[src/rtl/coef_updater.sv]
// Gradient-descent coefficient updater: accumulates sum(e) and sum(e*x) per epoch, then nudges b0/b1.
// Optional macro COEF_UPD_SAT_EN: saturating accumulators and clamped coefficient updates (default wraps).
module coef_updater #(
    parameter int DATA_W   = 20,
    parameter int FRAC_W   = 10,
    parameter int CNT_W    = 8,
    parameter int LR_SHIFT = 4,
    parameter int ACC_W    = 32
) (
    input  logic                     clk,
    input  logic                     rst,
    input  logic                     load_init,
    input  logic signed [DATA_W-1:0] b0_init,
    input  logic signed [DATA_W-1:0] b1_init,
    input  logic                     start,
    input  logic        [CNT_W-1:0]  n_samples,
    input  logic signed [DATA_W-1:0] x_in,
    input  logic signed [DATA_W-1:0] e_in,
    input  logic                     e_valid,
    output logic                     e_ready,
    output logic signed [DATA_W-1:0] b0_out,
    output logic signed [DATA_W-1:0] b1_out,
    output logic                     busy,
    output logic                     update_done,
    output logic        [CNT_W-1:0]  epoch_cnt
);

    typedef enum logic [1:0] {IDLE, ACCUM, UPDATE, DONE} state_t;

`ifdef COEF_UPD_SAT_EN
    localparam logic signed [ACC_W-1:0]  ACC_MAX  = {1'b0, {(ACC_W-1){1'b1}}};
    localparam logic signed [ACC_W-1:0]  ACC_MIN  = {1'b1, {(ACC_W-1){1'b0}}};
    localparam logic signed [DATA_W-1:0] DATA_MAX = {1'b0, {(DATA_W-1){1'b1}}};
    localparam logic signed [DATA_W-1:0] DATA_MIN = {1'b1, {(DATA_W-1){1'b0}}};
    localparam logic signed [ACC_W-1:0]  D_MAX_A  = ACC_W'(DATA_MAX);
    localparam logic signed [ACC_W-1:0]  D_MIN_A  = ACC_W'(DATA_MIN);
`endif

    function automatic logic signed [ACC_W-1:0] acc_add(input logic signed [ACC_W-1:0] a,
                                                        input logic signed [ACC_W-1:0] b);
`ifdef COEF_UPD_SAT_EN
        logic signed [ACC_W:0] s;
        s = {a[ACC_W-1], a} + {b[ACC_W-1], b};
        if (s[ACC_W] != s[ACC_W-1])
            return s[ACC_W] ? ACC_MIN : ACC_MAX;
        return s[ACC_W-1:0];
`else
        return a + b;
`endif
    endfunction

    function automatic logic signed [DATA_W-1:0] to_data(input logic signed [ACC_W-1:0] v);
`ifdef COEF_UPD_SAT_EN
        if (v > D_MAX_A) return DATA_MAX;
        if (v < D_MIN_A) return DATA_MIN;
`endif
        return DATA_W'(v);
    endfunction

    function automatic logic signed [DATA_W-1:0] coef_add(input logic signed [DATA_W-1:0] a,
                                                          input logic signed [DATA_W-1:0] b);
`ifdef COEF_UPD_SAT_EN
        logic signed [DATA_W:0] s;
        s = {a[DATA_W-1], a} + {b[DATA_W-1], b};
        if (s[DATA_W] != s[DATA_W-1])
            return s[DATA_W] ? DATA_MIN : DATA_MAX;
        return s[DATA_W-1:0];
`else
        return a + b;
`endif
    endfunction

    state_t                     state_q;
    logic signed [DATA_W-1:0]   b0_q, b1_q;
    logic signed [ACC_W-1:0]    sum_e_q, sum_ex_q;
    logic        [CNT_W-1:0]    cnt_q, n_q, epoch_q;
    logic                       e_ready_q, busy_q, done_q;

    logic signed [ACC_W-1:0]    e_ext, prod_acc, sum_e_d, sum_ex_d;
    logic signed [2*DATA_W-1:0] prod;
    logic signed [DATA_W-1:0]   b0_d, b1_d;
    logic        [CNT_W-1:0]    cnt_d;

    // Product keeps full precision; only the rescaled value is narrowed to the accumulator.
    always_comb begin
        e_ext    = ACC_W'(e_in);
        prod     = x_in * e_in;
        prod_acc = ACC_W'(prod >>> FRAC_W);
        sum_e_d  = acc_add(sum_e_q, e_ext);
        sum_ex_d = acc_add(sum_ex_q, prod_acc);
        cnt_d    = cnt_q + CNT_W'(1);
        b0_d     = coef_add(b0_q, to_data(sum_e_q  >>> LR_SHIFT));
        b1_d     = coef_add(b1_q, to_data(sum_ex_q >>> LR_SHIFT));
    end

    always_ff @(posedge clk) begin
        if (!rst) begin
            state_q   <= IDLE;
            b0_q      <= '0;
            b1_q      <= '0;
            sum_e_q   <= '0;
            sum_ex_q  <= '0;
            cnt_q     <= '0;
            n_q       <= '0;
            epoch_q   <= '0;
            e_ready_q <= 1'b0;
            busy_q    <= 1'b0;
            done_q    <= 1'b0;
        end else begin
            case (state_q)
                IDLE: begin
                    done_q <= 1'b0;
                    if (load_init) begin
                        b0_q <= b0_init;
                        b1_q <= b1_init;
                    end
                    if (start) begin
                        n_q      <= n_samples;
                        sum_e_q  <= '0;
                        sum_ex_q <= '0;
                        cnt_q    <= '0;
                        busy_q   <= 1'b1;
                        if (n_samples == '0) begin
                            state_q   <= UPDATE;
                            e_ready_q <= 1'b0;
                        end else begin
                            state_q   <= ACCUM;
                            e_ready_q <= 1'b1;
                        end
                    end
                end
                ACCUM: begin
                    if (e_valid && e_ready_q) begin
                        sum_e_q  <= sum_e_d;
                        sum_ex_q <= sum_ex_d;
                        cnt_q    <= cnt_d;
                        if (cnt_d == n_q) begin
                            state_q   <= UPDATE;
                            e_ready_q <= 1'b0;
                        end
                    end
                end
                UPDATE: begin
                    b0_q    <= b0_d;
                    b1_q    <= b1_d;
                    epoch_q <= epoch_q + CNT_W'(1);
                    busy_q  <= 1'b0;
                    done_q  <= 1'b1;
                    state_q <= DONE;
                end
                default: begin
                    done_q  <= 1'b0;
                    state_q <= IDLE;
                end
            endcase
        end
    end

    assign e_ready     = e_ready_q;
    assign busy        = busy_q;
    assign update_done = done_q;
    assign b0_out      = b0_q;
    assign b1_out      = b1_q;
    assign epoch_cnt   = epoch_q;

endmodule

[config.mk]
export PLATFORM = sky130hd
export DESIGN_NAME = coef_updater
export DESIGN_NICKNAME = d
export VERILOG_FILES = /design/src/rtl/coef_updater.sv
export SDC_FILE = /design/constraint.sdc
export NUM_CORES = 1
export LEC_CHECK = 0
export CELL_PAD_IN_SITES_DETAIL_PLACEMENT = 1
export CELL_PAD_IN_SITES_GLOBAL_PLACEMENT = 1
export CORE_MARGIN = 5
export CORE_UTILIZATION = 51
export DETAILED_ROUTE_END_ITERATION = 16
export GPL_TIMING_DRIVEN = 1
export PLACE_DENSITY_LB_ADDON = 0.1
export SLEW_MARGIN = 10
export SYNTH_ARGS = -nofsm -noshare
export SYNTH_HDL_FRONTEND = slang
export SYNTH_SLANG_ARGS = --single-unit
export TNS_END_PERCENT = 50
[constraint.sdc]
create_clock -name clk -period 18.7 [get_ports clk]
set_input_delay 3.74 -clock clk [delete_from_list [all_inputs] [get_ports clk]]
set_output_delay 3.74 -clock clk [all_outputs]
set_load 0.01 [all_outputs]
After elaboration in Yosys (flattened, before gate mapping)
Cells that the tools add are included.
Storage, ports and cells
  bits in registers: 133
  output and inout bits: 51
  input port bits: 93
Operators by class
  muxes and demuxes: 25
  multiply operators: 1
  reductions and logical operators: 11
  add/sub/neg operators: 6
  equality and inequality tests: 7
Operator list (number)
  $pmux 32 s2: 2
  $mux 32: 3
  $pmux 20 s2: 2
  $add 20x20->20: 2
  $mul 20x20->40: 1
  $mux 20: 2
  $add 32x20->32: 1
  $add 32x30->32: 1
  $add 8x1->8 const B: 2
  $mux 8: 2
  $pmux 8 s2: 1
  $eq 8x8->1: 1
  $logic_not 8->1: 1
  $mux 2: 4
  $ne 2x2->1 const B: 4
  $pmux 1 s2: 3
  $pmux 2 s3: 1
  $reduce_and 2->1: 3
  $reduce_and 3->1: 2
  $mux 1: 5
  $reduce_and 4->1: 1
  $reduce_bool 2->1: 2
  $eq 2x1->1 const B: 1
  $eq 2x2->1 const B: 1
  other kinds (2): 2

Longest topological paths before layout
Gate-level depths: netlist (run 1).
  depth after elaboration: 5
  mapped depth: 37
  gate-level depth less buffers: 36

Least setup slack after synthesis (run 1)
OpenSTA, ideal clock, no wires.
  path kind: input -> register
  start point: input e_in[2]
  end point: register sum_ex_q[23]
  required time: 18.575 ns
  cell stages on the path: 36
  buffers on the path: 1
  slack: 7.130 ns
  arrival: 11.445 ns
  cell sequence: clkbuf_1 and2_1 fa_1 fa_1 inv_1 fa_1 inv_1 fa_1 inv_1 fa_1 inv_1 fa_1 inv_1 fa_1 inv_1 ha_1 and4_1 and2_1 o21ai_2 o211ai_4 a21oi_1 nor2b_1 o21a_1 o21a_1 nor2_1 xnor2_1 ha_1 a222oi_1 o211a_1 o31ai_1 a221oi_2 o21a_1 o21ai_1 xnor2_1 xnor2_1 o21ai_1
On the way
  longest elaborated chain between the ends: 4
Ends and longest elaborated chain
  start: declaration: line 18  | input logic signed [DATA_W-1:0] e_in,
  $mul 20x20->40: line 87  | prod = x_in * e_in;
  $add 32x30->32: line 48  | return a + b;
  $mux 32: line 133  | if (e_valid && e_ready_q) begin
  $pmux 32 s2: line 110  | case (state_q)
  end signal: assignment: line 135  | sum_ex_q <= sum_ex_d;
  end: declaration: line 75  | logic signed [ACC_W-1:0] sum_e_q, sum_ex_q;
Every way passes these cells. The select of a mux whose other input is x is not followed.
A chain may end at the register's enable or synchronous reset.

Final worst setup path (run 1)
Ends and elaborated chain as after synthesis.

==> results.yml, run 1 <==
status:
  status: "finished, final reports clean"
setup_path:
  cp_slowest_cell: "clkdlybuf4s50_1"
  crit_required_ns: 19.00
  arrival_ns: 13.12
  slowest_delay_ns: 0.91
  cp-end-kind: "register"
  critPathMaxFanout: 21
  path_common_cell: "fa_1"
  crit_type: "input pin to register"
  critPathLaunchType: "input pin"
clocking:
  clk_pin_slew_ns: 0.06
  postCtsHoldBufs: 0
  cts_made_buffers: 17
  cts_setup_buffers: 0
  cts_tree: "done"
  cts_sinks: 117
  cts-resized-gates: 0
  clock_path_buffers: 2
  root_buffer: "clkbuf_16"
  clock_latency_ns: 0.43
  htreeDepth: 4
hold_path:
  hold_path_class: "register to register"
job:
  cap_violations: 0
synthesis:
  syn_area_per_cell_um2: 8.66
  ys_seq_area_frac: 0.109
  syn_inst: 2487
  postSynth.asyncResetShare: 0
  ys.warnings.count: 0
  synth_fa_ha_area_frac: 0.447
  ys_ff_latch: 117
  syn_area_um2: 21500
  yosys.area_share.simple: 0.172
  synth-xor-area-share: 0.0492
  synth_edf_count: 0
  synth_top_family_by_area: "adder cells"
  yosys_most_used_dff: "dfxtp_1"
  synth_compound_area_frac: 0.115
  synth_nets: 3131
  ys_types: 69
  synth_mux_area_frac: 0.0116
sta:
  finalCriticalPeriod_ns: 12.83
  fmax_ghz: 0.0780
  finalSetupViolCount: 0
  drv_slew: 0
  setup-tns-final_ns: 0
  grt_setup_unrepaired: "no"
  slew_headroom: 0.285
  finClkSkew_ns: 0.00965
  worst_pin_slew_ns: 1.07
  period_share: 0.686
  hold_viol_final: 0
die:
  dieArea_um2: 46400
  die_y_um: 215
  core_area_um2: 41900
  fp.dieW_um: 215
  fp-row-count: 75
  start_util: 0.514
  boundaryPins: 144
grt:
  antenna_found_initial: 0
  grt_pass1_vias: 20200
  grt_util_all_layers: 0.277
  grt_max_degree: 58
  grt_pass1_wl_mm: 104
  grt-ovfl-total: 0
placement:
  gp_congestion: 0.878
  hpwl_mm: 51.1
  io_buffers: 143
route:
  drt_iter0_markers: 851
  vias: 17400
  drc: 0
  wire_per_inst_um: 20.2
  viasPerCell: 5.58
  ant_nets: 0
  drt_pre_antenna_iters: 5
  wl_mm: 62.7
final_layout:
  layout_common_cells: "443 x inv_1, 364 x fa_1, 228 x nand2_1"
  fin_nets: 3206
  area_growth_pct: 11.6
  final_common_cell: "inv_1"
  nFillCells: 4947
  drive_gt1_frac: 0.0291
  antenna_cells: 0
[cells by family after synthesis]
logic type / Yosys count
muxes: 25
buffers and inverters: 555
AOI/OAI and AO/OA: 368
xor gates and xnor gates: 121
and+or+nand+nor: 750
DFF: 117
adders and majority gates: 551
[cell type report]
class | instances | area, um2 | share of cell area
Timing Repair Buffer | 165 | 1600 | 0.0664
Tap cell | 539 | 674 | 0.0281
Sequential cell | 117 | 2340 | 0.0975
Clock inverter | 12 | 181 | 0.00755
Clock buffer | 19 | 433 | 0.0180
Multi-Input combinational cell | 1815 | 17100 | 0.713
Inverter | 446 | 1670 | 0.0697
[final timing paths]
kind / startpoint / to / slack (ns) / cells past startpoint
setup / recovery: e_in[2] / sum_ex_q[23]$_SDFFE_PN0P_ / 5.87 / 36
hold / removal: n_q[3]$_SDFFE_PN0P_ / n_q[3]$_SDFFE_PN0P_ / 0.47 / 2
hold reg to reg: n_q[3]$_SDFFE_PN0P_ / n_q[3]$_SDFFE_PN0P_ / 0.47 / 2
setup reg to reg: sum_e_q[0]$_SDFFE_PN0P_ / sum_e_q[16]$_SDFFE_PN0P_ / 15.44 / 12
[layer usage]
metal / vias up / wire (um) / track usage
met4: 0 / 2470 / 0.107
met3: 157 / 1690 / 0.0315
met2: 318 / 33900 / 0.523
li1: 7983 / - / -
met1: 8910 / 24600 / 0.322
met5: - / 0 / 0
[sequential cells by signal, summed over array words and instances (netlist names), 2 cells and up]
name       cells
sum_e_q       24
cnt_q          8
epoch_cnt      8
sum_ex_q      24
b0_out        20
state_q        2
b1_out        20
n_q            8
[critical path, delay by kind of cell]
kind / cells / cell delay [ns]
AO/OA/AOI/OAI: 12 / 2.36
XOR/XNOR: 3 / 0.47
adder cells (fa/ha/maj): 9 / 4.23
buffers and inverters: 7 / 1.23
AND/OR/NAND/NOR: 5 / 1.08
[cells in the mapped netlist, types with 28 or more instances]
cell / instances / area share
dfxtp_1: 117 / 0.11
nor2_1: 150 / 0.026
nand3_1: 28 / 0.0065
a211oi_1: 31 / 0.011
and2_1: 219 / 0.064
a21oi_1: 109 / 0.025
xnor2_1: 88 / 0.036
a21o_1: 30 / 0.010
clkbuf_1: 104 / 0.018
ha_1: 187 / 0.11
xor2_1: 33 / 0.013
o21ai_0: 59 / 0.014
nand2_1: 228 / 0.040
o21a_1: 32 / 0.011
inv_1: 443 / 0.077
nor3_1: 38 / 0.0088
fa_1: 364 / 0.34
[stage by stage]
stage / hold WS [ns] / util / setup slack, ns / instances / instance area, um2
global placement: 0.465 / 0.560 / 5.80 / 3082 / 23400
detailed placement: 0.470 / 0.560 / 5.49 / 3082 / 23400
finish: 0.474 / 0.574 / 5.87 / 3113 / 24000
global route: 0.499 / 0.574 / 5.39 / 3113 / 24000
CTS: 0.478 / 0.574 / 5.90 / 3113 / 24000
floorplan: 0.448 / - / 7.13 / 2487 / 21500
Power of run 1 is left out: the tool's default activity adds up to more than one toggle a clock period on the data nets, which glitch-free logic cannot reach.
==> run 2: changes to the inputs <==
--- a/config.mk
+++ b/config.mk
@@ -8,7 +8,7 @@
 export CELL_PAD_IN_SITES_DETAIL_PLACEMENT = 1
 export CELL_PAD_IN_SITES_GLOBAL_PLACEMENT = 1
 export CORE_MARGIN = 5
-export CORE_UTILIZATION = 51
+export CORE_UTILIZATION = 43
 export DETAILED_ROUTE_END_ITERATION = 16
 export GPL_TIMING_DRIVEN = 1
 export PLACE_DENSITY_LB_ADDON = 0.1
==> constraint.sdc (replaced) <==
create_clock -name clk -period 10.9 [get_ports clk]
set_input_delay 2.18 -clock clk [delete_from_list [all_inputs] [get_ports clk]]
set_output_delay 2.18 -clock clk [all_outputs]
set_load 0.01 [all_outputs]
==> run 2 against run 1 <==
  * Register-to-register slack worse by 7.7 ns
  * Hold slack improved by 0.0028 ns
  * Clock skew about the same
  * Setup slack worse by 5.4 ns
  * Critical path depth fell by 1
  * Final cell count up 6.2%
  * Global-route usage decreased by 3.9 points
  * Die area rose by 18%
  * Wire length is 1.5% higher
==> results.yml, run 2 (same netlist as run 1, synthesis figures left out) <==
final_layout:
  fin_nets: 3264
  top_regs: "sum_e_q (24), sum_ex_q (24)"
  utilization: 0.495
  final_common_cell: "inv_1"
  drive_gt1_frac: 0.0517
  layout_common_cells: "443 x inv_1, 364 x fa_1, 228 x nand2_1"
  area_growth_pct: 14.6
clocking:
  cts-resized-gates: 0
  htreeDepth: 4
  cts_tree: "done"
  cts_setup_buffers: 0
  clk_pin_slew_ns: 0.06
  postCtsHoldBufs: 0
  cts_sinks: 117
  clock_path_buffers: 2
  clock_latency_ns: 0.43
  root_buffer: "clkbuf_16"
  cts_made_buffers: 17
hold_path:
  hold_path_class: "register to register"
  whs_path_depth: 2
  hold_start: "n_q[0]$_SDFFE_PN0P_"
  whs_endpoint: "n_q[0]$_SDFFE_PN0P_"
setup_path:
  critPathMaxFanout: 13
  critPathLaunchType: "input pin"
  rr_worst_depth: 13
  r2r-start: "sum_ex_q[4]$_SDFFE_PN0P_"
  cp-end-kind: "register"
  arrival_ns: 10.73
  timing.rr.end: "b1_out[18]$_SDFFE_PN0P_"
  path_common_cell: "fa_1"
  cp_slowest_cell: "fa_1"
  crit_type: "input pin to register"
  crit_required_ns: 11.19
  slowest_delay_ns: 0.55
  r2r_slack_ns: 7.70
sta:
  fmax_ghz: 0.0958
  grt_setup_unrepaired: "no"
  slew_headroom: 0.372
  worst_pin_slew_ns: 0.941
  drv_slew: 0
  finalSetupViolCount: 0
  period_share: 0.957
  hold_viol_final: 0
  finClkSkew_ns: 0.00946
  finalCriticalPeriod_ns: 10.44
placement:
  io_buffers: 143
  hpwl_mm: 53.6
  gp_congestion: 0.852
die:
  core_area_um2: 49900
  fp.dieW_um: 234
  dieArea_um2: 54700
  boundaryPins: 144
  die_y_um: 234
  start_util: 0.432
  fp-row-count: 82
grt:
  grt-ovfl-total: 0
  grt_pass1_vias: 19800
  grt_pass1_wl_mm: 103
  antenna_found_initial: 0
  grt_max_degree: 79
  grt_util_all_layers: 0.238
route:
  vias: 17400
  viasPerCell: 5.27
  drt_iter0_markers: 568
  drc: 0
  ant_nets: 0
  drt_pre_antenna_iters: 4
  wl_mm: 63.7
  wire_per_inst_um: 19.3
job:
  cap_violations: 0
status:
  status: "finished, final reports clean"
run 2: final cells by class:
type | instances | area (um2)
Antenna cell | 1 | 2.50
Sequential cell | 117 | 2340
Inverter | 446 | 1670
Fill cell | 5895 | 25200
Multi-Input combinational cell | 1815 | 17200
Tap cell | 672 | 841
Clock buffer | 20 | 447
Timing Repair Buffer | 223 | 2050
Clock inverter | 12 | 155
run 2: critical path: cells and delay by family:
kind | cells | cell delay (ns)
buffers and inverters | 6 | 1.13
xor gates and xnor gates | 1 | 0.19
adders and majority gates | 9 | 3.65
AOI/OAI and AO/OA | 15 | 2.99
and+or+nand+nor | 4 | 0.59
run 2: worst max path at each step:
stage                 start                        end  slack, ns  cells past startpoint
floorplan           e_in[2]  sum_ex_q[23]$_SDFFE_PN0P_       0.89                     36
global placement    e_in[2]  sum_ex_q[23]$_SDFFE_PN0P_       0.11                     37
detailed placement  x_in[4]  sum_ex_q[23]$_SDFFE_PN0P_      -0.09                     33
CTS                 x_in[4]  sum_ex_q[23]$_SDFFE_PN0P_       0.33                     33
global route        x_in[9]  sum_ex_q[23]$_SDFFE_PN0P_      0.002                     35
finish              e_in[4]  sum_ex_q[13]$_SDFFE_PN0P_       0.46                     35
run 2: per-layer routing:
| metal | routed length (um) | vias to the layer above | track usage |
|---|---|---|---|
| li1 | - | 8100 | - |
| met1 | 26500 | 9007 | 0.289 |
| met2 | 34000 | 221 | 0.448 |
| met3 | 1400 | 96 | 0.0266 |
| met4 | 1770 | 0 | 0.0639 |
| met5 | 0 | - | 0 |
run 2: metrics by stage:
stage / worst slack (ns) / hold slack, ns / instances / setup TNS, ns / area, um2
global route: 0.00232 / 0.502 / 3305 / 0 / 24700
floorplan: 0.890 / 0.448 / 2487 / 0 / 21500
finish: 0.464 / 0.477 / 3306 / 0 / 24700
global placement: 0.109 / 0.467 / 3273 / 0 / 24000
detailed placement: -0.0858 / 0.464 / 3273 / -0.167 / 24000
CTS: 0.335 / 0.472 / 3305 / 0 / 24600
Power of run 2 is left out for the same reason.
